===== src/rtl/switch_ingress_parser_pkg.sv =====
// Shared switch ingress definitions: framing constants, parser state encoding
// and the packet FIFO entry layout.
package switch_ingress_parser_pkg;

  localparam logic [7:0]  SOF_BYTE  = 8'hFF;
  localparam int unsigned HDR_BYTES = 3;

  typedef enum logic [2:0] {
    ST_IDLE,
    ST_DA,
    ST_SA,
    ST_LEN,
    ST_PAY,
    ST_PAR,
    ST_EOF,
    ST_SKIP
  } parser_state_e;

  typedef struct packed {
    logic       sop;
    logic       eop;
    logic [7:0] data;
  } fifo_entry_t;

endpackage


===== src/rtl/parser_commit_fifo.sv =====
// Packet FIFO with commit/rollback: only bytes behind the commit pointer are
// visible to the reader, so a packet can be discarded after being written.
module parser_commit_fifo
  import switch_ingress_parser_pkg::*;
#(
  parameter int unsigned DEPTH = 64
) (
  input  logic                     clock,
  input  logic                     reset,
  input  logic                     wr_en_i,
  input  fifo_entry_t              wr_entry_i,
  input  logic                     commit_i,
  input  logic                     rollback_i,
  input  logic                     rd_en_i,
  output fifo_entry_t              rd_entry_o,
  output logic                     rd_valid_o,
  output logic                     full_o,
  output logic [$clog2(DEPTH):0]   free_o
);

  localparam int unsigned AW = $clog2(DEPTH);
  localparam int unsigned PW = AW + 1;

  fifo_entry_t   mem_q [DEPTH];
  logic [PW-1:0] wr_ptr_q;
  logic [PW-1:0] cmt_ptr_q;
  logic [PW-1:0] rd_ptr_q;
  logic [PW-1:0] used;
  logic          wr_fire;
  logic          rd_fire;

  // Pointers carry one extra wrap bit so full and empty are distinguishable.
  assign used       = wr_ptr_q - rd_ptr_q;
  assign full_o     = (used == PW'(DEPTH));
  assign free_o     = PW'(DEPTH) - used;
  assign rd_valid_o = (rd_ptr_q != cmt_ptr_q);
  assign rd_entry_o = rd_valid_o ? mem_q[rd_ptr_q[AW-1:0]] : '0;
  assign wr_fire    = wr_en_i && !full_o;
  assign rd_fire    = rd_en_i && rd_valid_o;

  always_ff @(posedge clock) begin
    if (reset) begin
      wr_ptr_q  <= '0;
      cmt_ptr_q <= '0;
      rd_ptr_q  <= '0;
    end else begin
      if (rollback_i) begin
        wr_ptr_q <= cmt_ptr_q;
      end else if (wr_fire) begin
        wr_ptr_q <= wr_ptr_q + PW'(1);
      end
      if (commit_i) begin
        cmt_ptr_q <= wr_ptr_q;
      end
      if (rd_fire) begin
        rd_ptr_q <= rd_ptr_q + PW'(1);
      end
    end
  end

  always_ff @(posedge clock) begin
    if (wr_fire) begin
      mem_q[wr_ptr_q[AW-1:0]] <= wr_entry_i;
    end
  end

endmodule


===== src/rtl/switch_ingress_parser.sv =====
// Switch port ingress parser: delineates SOF/DA/SA/LEN/PAYLOAD/PAR/SOF frames,
// buffers good packets and replays them on a valid/ready stream.
// Optional parity checking is enabled by SWITCH_PARSER_PARITY_CHECK_EN.
module switch_ingress_parser
  import switch_ingress_parser_pkg::*;
#(
  parameter int unsigned FIFO_DEPTH = 64,
  parameter int unsigned MAX_LEN    = 16
) (
  input  logic       clock,
  input  logic       reset,
  input  logic [7:0] data_in,
  input  logic       sw_enable_in,
  output logic       read_out,
  output logic [7:0] out_data,
  output logic       out_sop,
  output logic       out_eop,
  output logic       out_valid,
  input  logic       out_ready,
  output logic       pkt_ok,
  output logic       pkt_drop
);

  localparam int unsigned AW    = $clog2(FIFO_DEPTH);
  localparam int unsigned PW    = AW + 1;
  localparam int unsigned CNT_W = 9;
  localparam logic [7:0]    MAX_LEN_B = 8'(MAX_LEN);
  localparam logic [PW-1:0] ROOM_NEED = PW'(MAX_LEN + HDR_BYTES);

  parser_state_e    state_q;
  logic [CNT_W-1:0] cnt_q;
  logic             par_ok_q;
  logic             ovf_q;
  logic             read_out_q;
  logic             pkt_ok_q;
  logic             pkt_drop_q;

  logic             wr_en;
  fifo_entry_t      wr_entry;
  logic             commit;
  logic             rollback;
  logic             par_good;
  logic             len_big;
  logic             fifo_full;
  fifo_entry_t      rd_entry;
  logic             rd_valid;
  logic [PW-1:0]    free_cnt;

  assign len_big = (data_in > MAX_LEN_B);

`ifdef SWITCH_PARSER_PARITY_CHECK_EN
  logic [7:0] par_q;

  // Running XOR over every byte that is stored for the packet.
  always_ff @(posedge clock) begin
    if (reset) begin
      par_q <= '0;
    end else if (sw_enable_in) begin
      if (state_q == ST_IDLE) begin
        par_q <= '0;
      end else if (wr_en) begin
        par_q <= par_q ^ data_in;
      end
    end
  end

  assign par_good = (data_in == par_q);
`else
  assign par_good = 1'b1;
`endif

  // FIFO strobes decoded from the state and the byte accepted this edge.
  always_comb begin
    wr_en    = 1'b0;
    wr_entry = '{sop: 1'b0, eop: 1'b0, data: data_in};
    commit   = 1'b0;
    rollback = 1'b0;
    if (sw_enable_in) begin
      case (state_q)
        ST_DA: begin
          wr_en        = 1'b1;
          wr_entry.sop = 1'b1;
        end
        ST_SA: wr_en = 1'b1;
        ST_LEN: begin
          if (len_big) begin
            rollback = 1'b1;
          end else begin
            wr_en        = 1'b1;
            wr_entry.eop = (data_in == 8'd0);
          end
        end
        ST_PAY: begin
          wr_en        = 1'b1;
          wr_entry.eop = (cnt_q == CNT_W'(1));
        end
        ST_EOF: begin
          if ((data_in == SOF_BYTE) && par_ok_q && !ovf_q) begin
            commit = 1'b1;
          end else begin
            rollback = 1'b1;
          end
        end
        default: ;
      endcase
    end
  end

  always_ff @(posedge clock) begin
    if (reset) begin
      state_q    <= ST_IDLE;
      cnt_q      <= '0;
      par_ok_q   <= 1'b0;
      ovf_q      <= 1'b0;
      read_out_q <= 1'b0;
      pkt_ok_q   <= 1'b0;
      pkt_drop_q <= 1'b0;
    end else begin
      pkt_ok_q   <= commit;
      pkt_drop_q <= rollback;
      read_out_q <= (free_cnt >= ROOM_NEED);
      if (wr_en && fifo_full) begin
        ovf_q <= 1'b1;
      end
      if (sw_enable_in) begin
        case (state_q)
          ST_IDLE: begin
            if (data_in == SOF_BYTE) begin
              state_q <= ST_DA;
              ovf_q   <= 1'b0;
            end
          end
          ST_DA: state_q <= ST_SA;
          ST_SA: state_q <= ST_LEN;
          ST_LEN: begin
            if (len_big) begin
              // Skip payload, parity and the closing SOF.
              cnt_q   <= CNT_W'(data_in) + CNT_W'(2);
              state_q <= ST_SKIP;
            end else if (data_in == 8'd0) begin
              state_q <= ST_PAR;
            end else begin
              cnt_q   <= CNT_W'(data_in);
              state_q <= ST_PAY;
            end
          end
          ST_PAY: begin
            cnt_q <= cnt_q - CNT_W'(1);
            if (cnt_q == CNT_W'(1)) begin
              state_q <= ST_PAR;
            end
          end
          ST_PAR: begin
            par_ok_q <= par_good;
            state_q  <= ST_EOF;
          end
          ST_EOF: state_q <= ST_IDLE;
          ST_SKIP: begin
            cnt_q <= cnt_q - CNT_W'(1);
            if (cnt_q == CNT_W'(1)) begin
              state_q <= ST_IDLE;
            end
          end
          default: state_q <= ST_IDLE;
        endcase
      end
    end
  end

  parser_commit_fifo #(
    .DEPTH (FIFO_DEPTH)
  ) u_fifo (
    .clock      (clock),
    .reset      (reset),
    .wr_en_i    (wr_en),
    .wr_entry_i (wr_entry),
    .commit_i   (commit),
    .rollback_i (rollback),
    .rd_en_i    (out_ready),
    .rd_entry_o (rd_entry),
    .rd_valid_o (rd_valid),
    .full_o     (fifo_full),
    .free_o     (free_cnt)
  );

  assign read_out  = read_out_q;
  assign pkt_ok    = pkt_ok_q;
  assign pkt_drop  = pkt_drop_q;
  assign out_valid = rd_valid;
  assign out_data  = rd_entry.data;
  assign out_sop   = rd_entry.sop;
  assign out_eop   = rd_entry.eop;

endmodule


===== config.mk =====
export PLATFORM = sky130hd
export DESIGN_NAME = switch_ingress_parser
export DESIGN_NICKNAME = d
export VERILOG_FILES = /design/src/rtl/switch_ingress_parser_pkg.sv /design/src/rtl/parser_commit_fifo.sv /design/src/rtl/switch_ingress_parser.sv
export SDC_FILE = /design/constraint.sdc
export NUM_CORES = 1
export LEC_CHECK = 0
export BUFFER_PORTS_ARGS = -buffer_cell sky130_fd_sc_hd__buf_2
export CAP_MARGIN = 20
export CORE_ASPECT_RATIO = 0.75
export CORE_MARGIN = 4
export CORE_UTILIZATION = 55
export DETAILED_ROUTE_END_ITERATION = 7
export PLACE_DENSITY = 0.77
export SETUP_SLACK_MARGIN = 0.05
export SLEW_MARGIN = 20
export SYNTH_ARGS = -nofsm -noshare
export SYNTH_HDL_FRONTEND = slang
export SYNTH_HIERARCHICAL = 1
export SYNTH_SLANG_ARGS = --single-unit

===== constraint.sdc =====
create_clock -name clock -period 4.64 [get_ports clock]
set_input_delay 0.464 -clock clock [delete_from_list [all_inputs] [get_ports clock]]
set_output_delay 0.464 -clock clock [all_outputs]
set_load 0.01 [all_outputs]

==> flow_metrics.py, run 1 <==
metrics = {
    "outcome": {
        "status": "finished clean",
    },
    "global_route": {
        "grt_max_degree": 75,
        "grt_pass1_wl_um": 98500,
        "grt_remaining_overflow": 0,
        "grt_pass1_vias": 14100,
        "antenna_found_initial": 4,
        "grt_util_all_layers_pct": 24.8,
    },
    "floorplanning": {
        "die_w_um": 268,
        "die-area_um2": 54300,
        "rows": 71,
        "start_util_pct": 55.6,
        "die_h_um": 203,
        "ios": 26,
        "coreArea_um2": 50100,
    },
    "pwr": {
        "power_density_nw_per_um2": 387,
        "leakagePower_uw": 0.00941,
        "irDropWorstVdd_uv": 378,
    },
    "sta": {
        "tns_ps": 0,
        "tightest_slew_ps": 1010,
        "rsz0062_at_grt": "no",
        "maxSlewHeadroom_pct": 32.3,
        "setup_viol": 0,
        "hold_viol": 0,
        "period_needed_ps": 4220,
        "finalCritPeriodShare_pct": 91.0,
        "finalMaxSlewViolations": 0,
        "skew_ps": 28.7,
        "fmax_mhz": 237,
    },
    "worst_setup_path": {
        "start_kind": "register",
        "worstRegToRegCells": 10,
        "rr_startpoint": "u_fifo/wr_ptr_q[0]",
        "worst_setup_path_end_kind": "register",
        "crit_chain": "inv_1 > ha_1 > inv_1 > fa_1 > a211oi_1 > o31ai_1 > a21oi_2 > xor2_1 > o211ai_2 > nor2_1",
        "slowest_delay_ps": 890,
        "cp_max_fo": 10,
        "cpMaxStageDelayCell": "nor2_1",
        "endpoint": "u_fifo/mem_q[44][9]",
        "r2r_end": "u_fifo/mem_q[44][9]",
        "crit_required_ps": 4850,
        "arrival_ps": 4430,
        "worstSetupStartpoint": "u_fifo/wr_ptr_q[0]",
        "crit_type": "reg2reg",
        "cp_common_cell": "inv_1",
        "r2r_slack_ps": 420,
    },
    "route": {
        "drc": 0,
        "wl_per_cell_um": 30.9,
        "avgViaCountPerCell": 6.72,
        "vias": 14400,
        "ant_nets": 0,
        "drt_iter0_markers": 1972,
        "wl_um": 66200,
        "dr.pass1.iters": 6,
    },
    "clock_network": {
        "htreeDepth": 2,
        "root_buffer": "clkbuf_16",
        "clkLatencyLatePin_ps": 610,
        "max-clock-path-buffers": 3,
        "cts_buffers": 60,
        "clkSinkCount": 684,
        "cts_tree": "yes",
        "cts_resized": 0,
        "hold_buffers": 0,
        "clkSlewWorstSetupHoldPaths_ps": 60,
        "postCtsSetupRepairBufs": 0,
    },
    "logic_synthesis": {
        "synth_cell_types": 79,
        "ys.flop_type": "edfxtp_1",
        "synthCells": 1387,
        "ys_seq_area_share_pct": 72.2,
        "syn_area_per_cell_um2": 20.1,
        "postSynth.asyncResetShare_pct": 0,
        "synth_seq_cells": 684,
        "ys_warn_count": 6,
        "syn_area_um2": 27900,
        "synth_nets": 1412,
        "synth_edf_count": 640,
    },
    "finish": {
        "fill_cells": 3385,
        "drive_above_1_share_pct": 26.3,
        "layout_common_cells": "640 x edfxtp_1, 200 x mux4_2, 101 x nor2_1, 61 x clkbuf_16, 40 x dfxtp_1",
        "area_growth_pct": 10.6,
        "fin_util_pct": 61.5,
        "final_common_cell": "edfxtp_1",
        "nets": 1465,
        "diodes": 0,
    },
    "placement": {
        "io_buffers": 25,
        "hpwl_um": 39600,
        "place.gp.congestion": 0.944,
    },
    "min_path": {
        "hold_path_class": "in2reg",
    },
    "job": {
        "drv_cap": 0,
    },
}
-- synth_stat cells, drive strengths merged (7+ instances only) --
cell     number  area (um2)
edfxtp      640       19200
mux4        200        4500
nor2        103         392
dfxtp        44         881
buf          42         290
clkbuf       36         135
mux2i        29         290
inv          27         101
nand2        26        97.6
xnor2        18         173
nor3         17         100
nand3        15        75.1
o211ai       14         130
a21oi        13        72.6
o22ai        13        81.3
ha           12         150
a211oi       11        87.6
xor2         10        87.6
o21ai         8        43.8
a2111oi       7        81.3
nand4         7        50.1
-- flip-flops by register name, summed over array words and instances (netlist names), named ones only --
signal / flops
pkt_ok: 1
ovf_q: 1
u_fifo/cmt_ptr_q: 7
read_out: 1
u_fifo/mem_q: 640
u_fifo/rd_ptr_q: 7
u_fifo/wr_ptr_q: 7
par_ok_q: 1
state_q: 3
pkt_drop: 1
cnt_q: 9
-- kinds of logic (layout without fill, tap and decap cells) --
kind of cell | after synthesis | in the layout | synth area share (%)
simple gates | 213 | 213 | 3.84
fa+ha+maj | 13 | 13 | 0.611
flops | 684 | 684 | 72.2
compound gates | 115 | 115 | 3.36
mux | 229 | 229 | 17.2
xor+xnor | 28 | 28 | 0.934
buf+inv | 105 | 204 | 1.89
-- stage by stage --
| step | instances | power, uW | hold slack [ps] | cell area (um2) | setup slack [ps] |
|---|---|---|---|---|---|
| 6_report | 2143 | 11900 | 283 | 30800 | 417 |
| 4_1_cts | 2143 | 12000 | 256 | 30800 | 448 |
| 5_1_grt | 2143 | 12300 | 282 | 30800 | 244 |
| 2_1_floorplan | 1387 | 6880 | 429 | 27900 | 203 |
| 3_3_place_gp | 2035 | 6990 | 448 | 28800 | 594 |
| 3_5_place_dp | 2035 | 6990 | 471 | 28800 | 512 |
-- routing by layer --
metal	routed length (um)	global-route usage (%)	share of wire [%]
met5	13	0	0.020
met4	898	3.70	1.4
met3	8430	6.48	13
met2	29700	35.9	45
met1	27200	39.7	41
-- final cells by class --
type                       count  area, um2  share of cell area, %
timing repair buffer          69        556                   1.80
clock inverter                33        393                   1.28
clock buffer                  75       1590                   5.16
sequential                   684      20100                   65.3
tap                          657        822                   2.67
inverter                      27        101                  0.329
multi-input combinational    598       7240                   23.5
-- worst min-delay path by stage --
stage	slack (ps)	end	from	cells past startpoint
2_1_floorplan	430	par_ok_q	par_ok_q	2
3_3_place_gp	450	par_ok_q	par_ok_q	2
3_5_place_dp	470	par_ok_q	par_ok_q	2
4_1_cts	260	register	out_ready	4
5_1_grt	280	register	out_ready	4
6_report	280	register	out_ready	4
-- worst max-delay path, delay by kind of cell, from the launching register on --
family          cells  cell delay, ps
fa+ha+maj           2             570
flops               1             350
xor+xnor            1             630
buf+inv             2             200
simple gates        1             890
compound gates      4            1170
-- where the power goes --
group	internal [uW]	switching [uW]
Clock	2880	2200
Combinational	19.4	120
Sequential	6710	0.366
Total	9610	2320
Power figures use the tool's default switching activity.
==> run 2, diff against run 1 <==
--- a/config.mk
+++ b/config.mk
@@ -7,12 +7,12 @@
 export LEC_CHECK = 0
 export BUFFER_PORTS_ARGS = -buffer_cell sky130_fd_sc_hd__buf_2
 export CAP_MARGIN = 20
-export CORE_ASPECT_RATIO = 0.75
+export CORE_ASPECT_RATIO = 1.2
 export CORE_MARGIN = 4
 export CORE_UTILIZATION = 55
 export DETAILED_ROUTE_END_ITERATION = 7
 export PLACE_DENSITY = 0.77
-export SETUP_SLACK_MARGIN = 0.05
+export SETUP_SLACK_MARGIN = 0.3
 export SLEW_MARGIN = 20
 export SYNTH_ARGS = -nofsm -noshare
 export SYNTH_HDL_FRONTEND = slang
==> run 2 against run 1 <==
Via count fell by 1.5%. Sequential share of layout area hardly changed. Clock skew grew 5.9 ps. Clock power grew 1%. Sequential cell count stayed put. Critical endpoint is now out_data[4]. Highest routed layer unchanged.
==> flow_metrics.py, run 2 (synthesis results as in run 1) <==
metrics = {
    "sta": {
        "tns_ps": 0,
        "maxSlewHeadroom_pct": 25.5,
        "fmax_mhz": 254,
        "setup_viol": 0,
        "hold_viol": 0,
        "period_needed_ps": 3940,
        "skew_ps": 34.6,
        "finalMaxSlewViolations": 0,
        "finalCritPeriodShare_pct": 84.8,
        "tightest_slew_ps": 1110,
        "rsz0062_at_grt": "no",
    },
    "floorplanning": {
        "die_h_um": 255,
        "die-area_um2": 54300,
        "coreArea_um2": 50200,
        "start_util_pct": 55.5,
        "die_w_um": 213,
        "rows": 90,
        "ios": 26,
    },
    "global_route": {
        "antenna_found_initial": 1,
        "grt_max_degree": 75,
        "grt_util_all_layers_pct": 24.2,
        "grt_pass1_wl_um": 96300,
        "grt_pass1_vias": 14200,
        "grt_remaining_overflow": 0,
    },
    "worst_setup_path": {
        "rr_startpoint": "u_fifo/wr_ptr_q[0]",
        "r2r_end": "u_fifo/mem_q[51][7]",
        "start_kind": "register",
        "worst_setup_path_end_kind": "output pin",
        "arrival_ps": 3470,
        "worstRegToRegCells": 12,
        "crit_required_ps": 4180,
        "crit_type": "reg2out",
        "r2r_slack_ps": 830,
        "cp_max_fo": 25,
    },
    "clock_network": {
        "root_buffer": "clkbuf_16",
        "max-clock-path-buffers": 3,
        "cts_tree": "yes",
        "clkSlewWorstSetupHoldPaths_ps": 70,
        "cts_buffers": 66,
        "htreeDepth": 3,
        "cts_resized": 0,
        "hold_buffers": 0,
        "postCtsSetupRepairBufs": 0,
        "clkLatencyLatePin_ps": 610,
        "clkSinkCount": 684,
    },
    "finish": {
        "stdcell_area_um2": 30800,
        "diodes": 0,
        "area_growth_pct": 10.6,
        "largest_register_ffs": 640,
        "layout_common_cells": "640 x edfxtp_1, 200 x mux4_2, 101 x nor2_1, 69 x clkbuf_16, 40 x dfxtp_1",
        "drive_above_1_share_pct": 26.7,
        "nets": 1470,
        "final_common_cell": "edfxtp_1",
    },
    "route": {
        "avgViaCountPerCell": 6.63,
        "wl_um": 64000,
        "vias": 14200,
        "dr.pass1.iters": 7,
        "wl_per_cell_um": 30.0,
        "ant_nets": 0,
        "drt_iter0_markers": 1760,
        "drc": 0,
    },
    "pwr": {
        "p_sw_share_pct": 19.8,
        "p_seq_share_pct": 56.0,
        "leakagePower_uw": 0.00942,
        "power_density_nw_per_um2": 389,
        "p_sw_uw": 2370,
        "p_comb_share_pct": 1.2,
        "p_int_uw": 9610,
        "irDropWorstVdd_uv": 240,
        "pwr-share-clk_pct": 42.8,
    },
    "placement": {
        "io_buffers": 25,
        "place.gp.congestion": 0.888,
        "hpwl_um": 37400,
        "place_area_um2": 28800,
    },
    "outcome": {
        "status": "finished clean",
    },
    "job": {
        "drv_cap": 0,
    },
    "min_path": {
        "holdPathStages": 4,
        "hold_start": "out_ready",
        "hold_path_class": "in2reg",
    },
}
-- run 2: changes by cell type in the layout (fill, tap and decap cells not counted), moves of 3 or more --
cell	before	now
clkbuf_1	13	7
clkbuf_16	61	69
bufinv_16	8	2
buf_4	36	39
buf_12	8	4
clkinv_1	10	15
-- run 2: per-layer routing --
layer / track usage (%) / vias up / share of wire [%] / routed length [um]
met5: 0 / - / 0.023 / 15
met4: 7.76 / 2 / 2.9 / 1840
met3: 4.39 / 92 / 9.5 / 6090
met2: 38.7 / 851 / 49 / 31500
met1: 34.9 / 7365 / 38 / 24600
li1: - / 5862 / - / -
-- run 2: cell type report --
cell class	count	area [um2]
Tap cell	644	806
Clock inverter	36	246
Timing Repair Buffer	68	498
Fill cell	3340	19400
Multi-Input combinational cell	598	7240
Sequential cell	684	20100
Clock buffer	79	1790
Inverter	27	101
-- run 2: stage by stage --
stage          setup slack (ps)  power (uW)  hold WS [ps]  cells  util, %
3_5_place_dp                877        6990           463   2021     57.3
3_3_place_gp                993        6990           451   2021     57.3
5_1_grt                     560       12400           341   2136     61.3
2_1_floorplan              1310        6880           429   1387        -
4_1_cts                     656       12100           286   2136     61.3
6_report                    705       12000           301   2136     61.3
-- run 2: power by group through the flow --
stage / clock network, uW / registers [uW] / logic [uW]
final: 5130 / 6720 / 140
after global routing: 5500 / 6710 / 153
after CTS: 5210 / 6720 / 144
after detailed placement: 0 / 6850 / 144
after global placement: 0 / 6850 / 139
after floorplan: 0 / 6850 / 34.4
-- run 2: worst max-delay path, stage by stage, from the launching register on --
cell	delay, ps
dfxtp_4	510
buf_4	480
mux4_2	610
mux4_2	540
mux2i_1	330
o22ai_1	190
buf_2	180
-- run 2: worst max-delay path by stage --
stage	endpoint	from	slack, ps
finish	out_data[4]	register	700
global route	out_data[2]	register	560
CTS	out_data[4]	register	660
detailed placement	u_fifo/mem_q[33][6]	u_fifo/wr_ptr_q[0]	880
global placement	u_fifo/mem_q[38][8]	u_fifo/wr_ptr_q[0]	990
floorplan	u_fifo/mem_q[0][8]	data_in[0]	1310
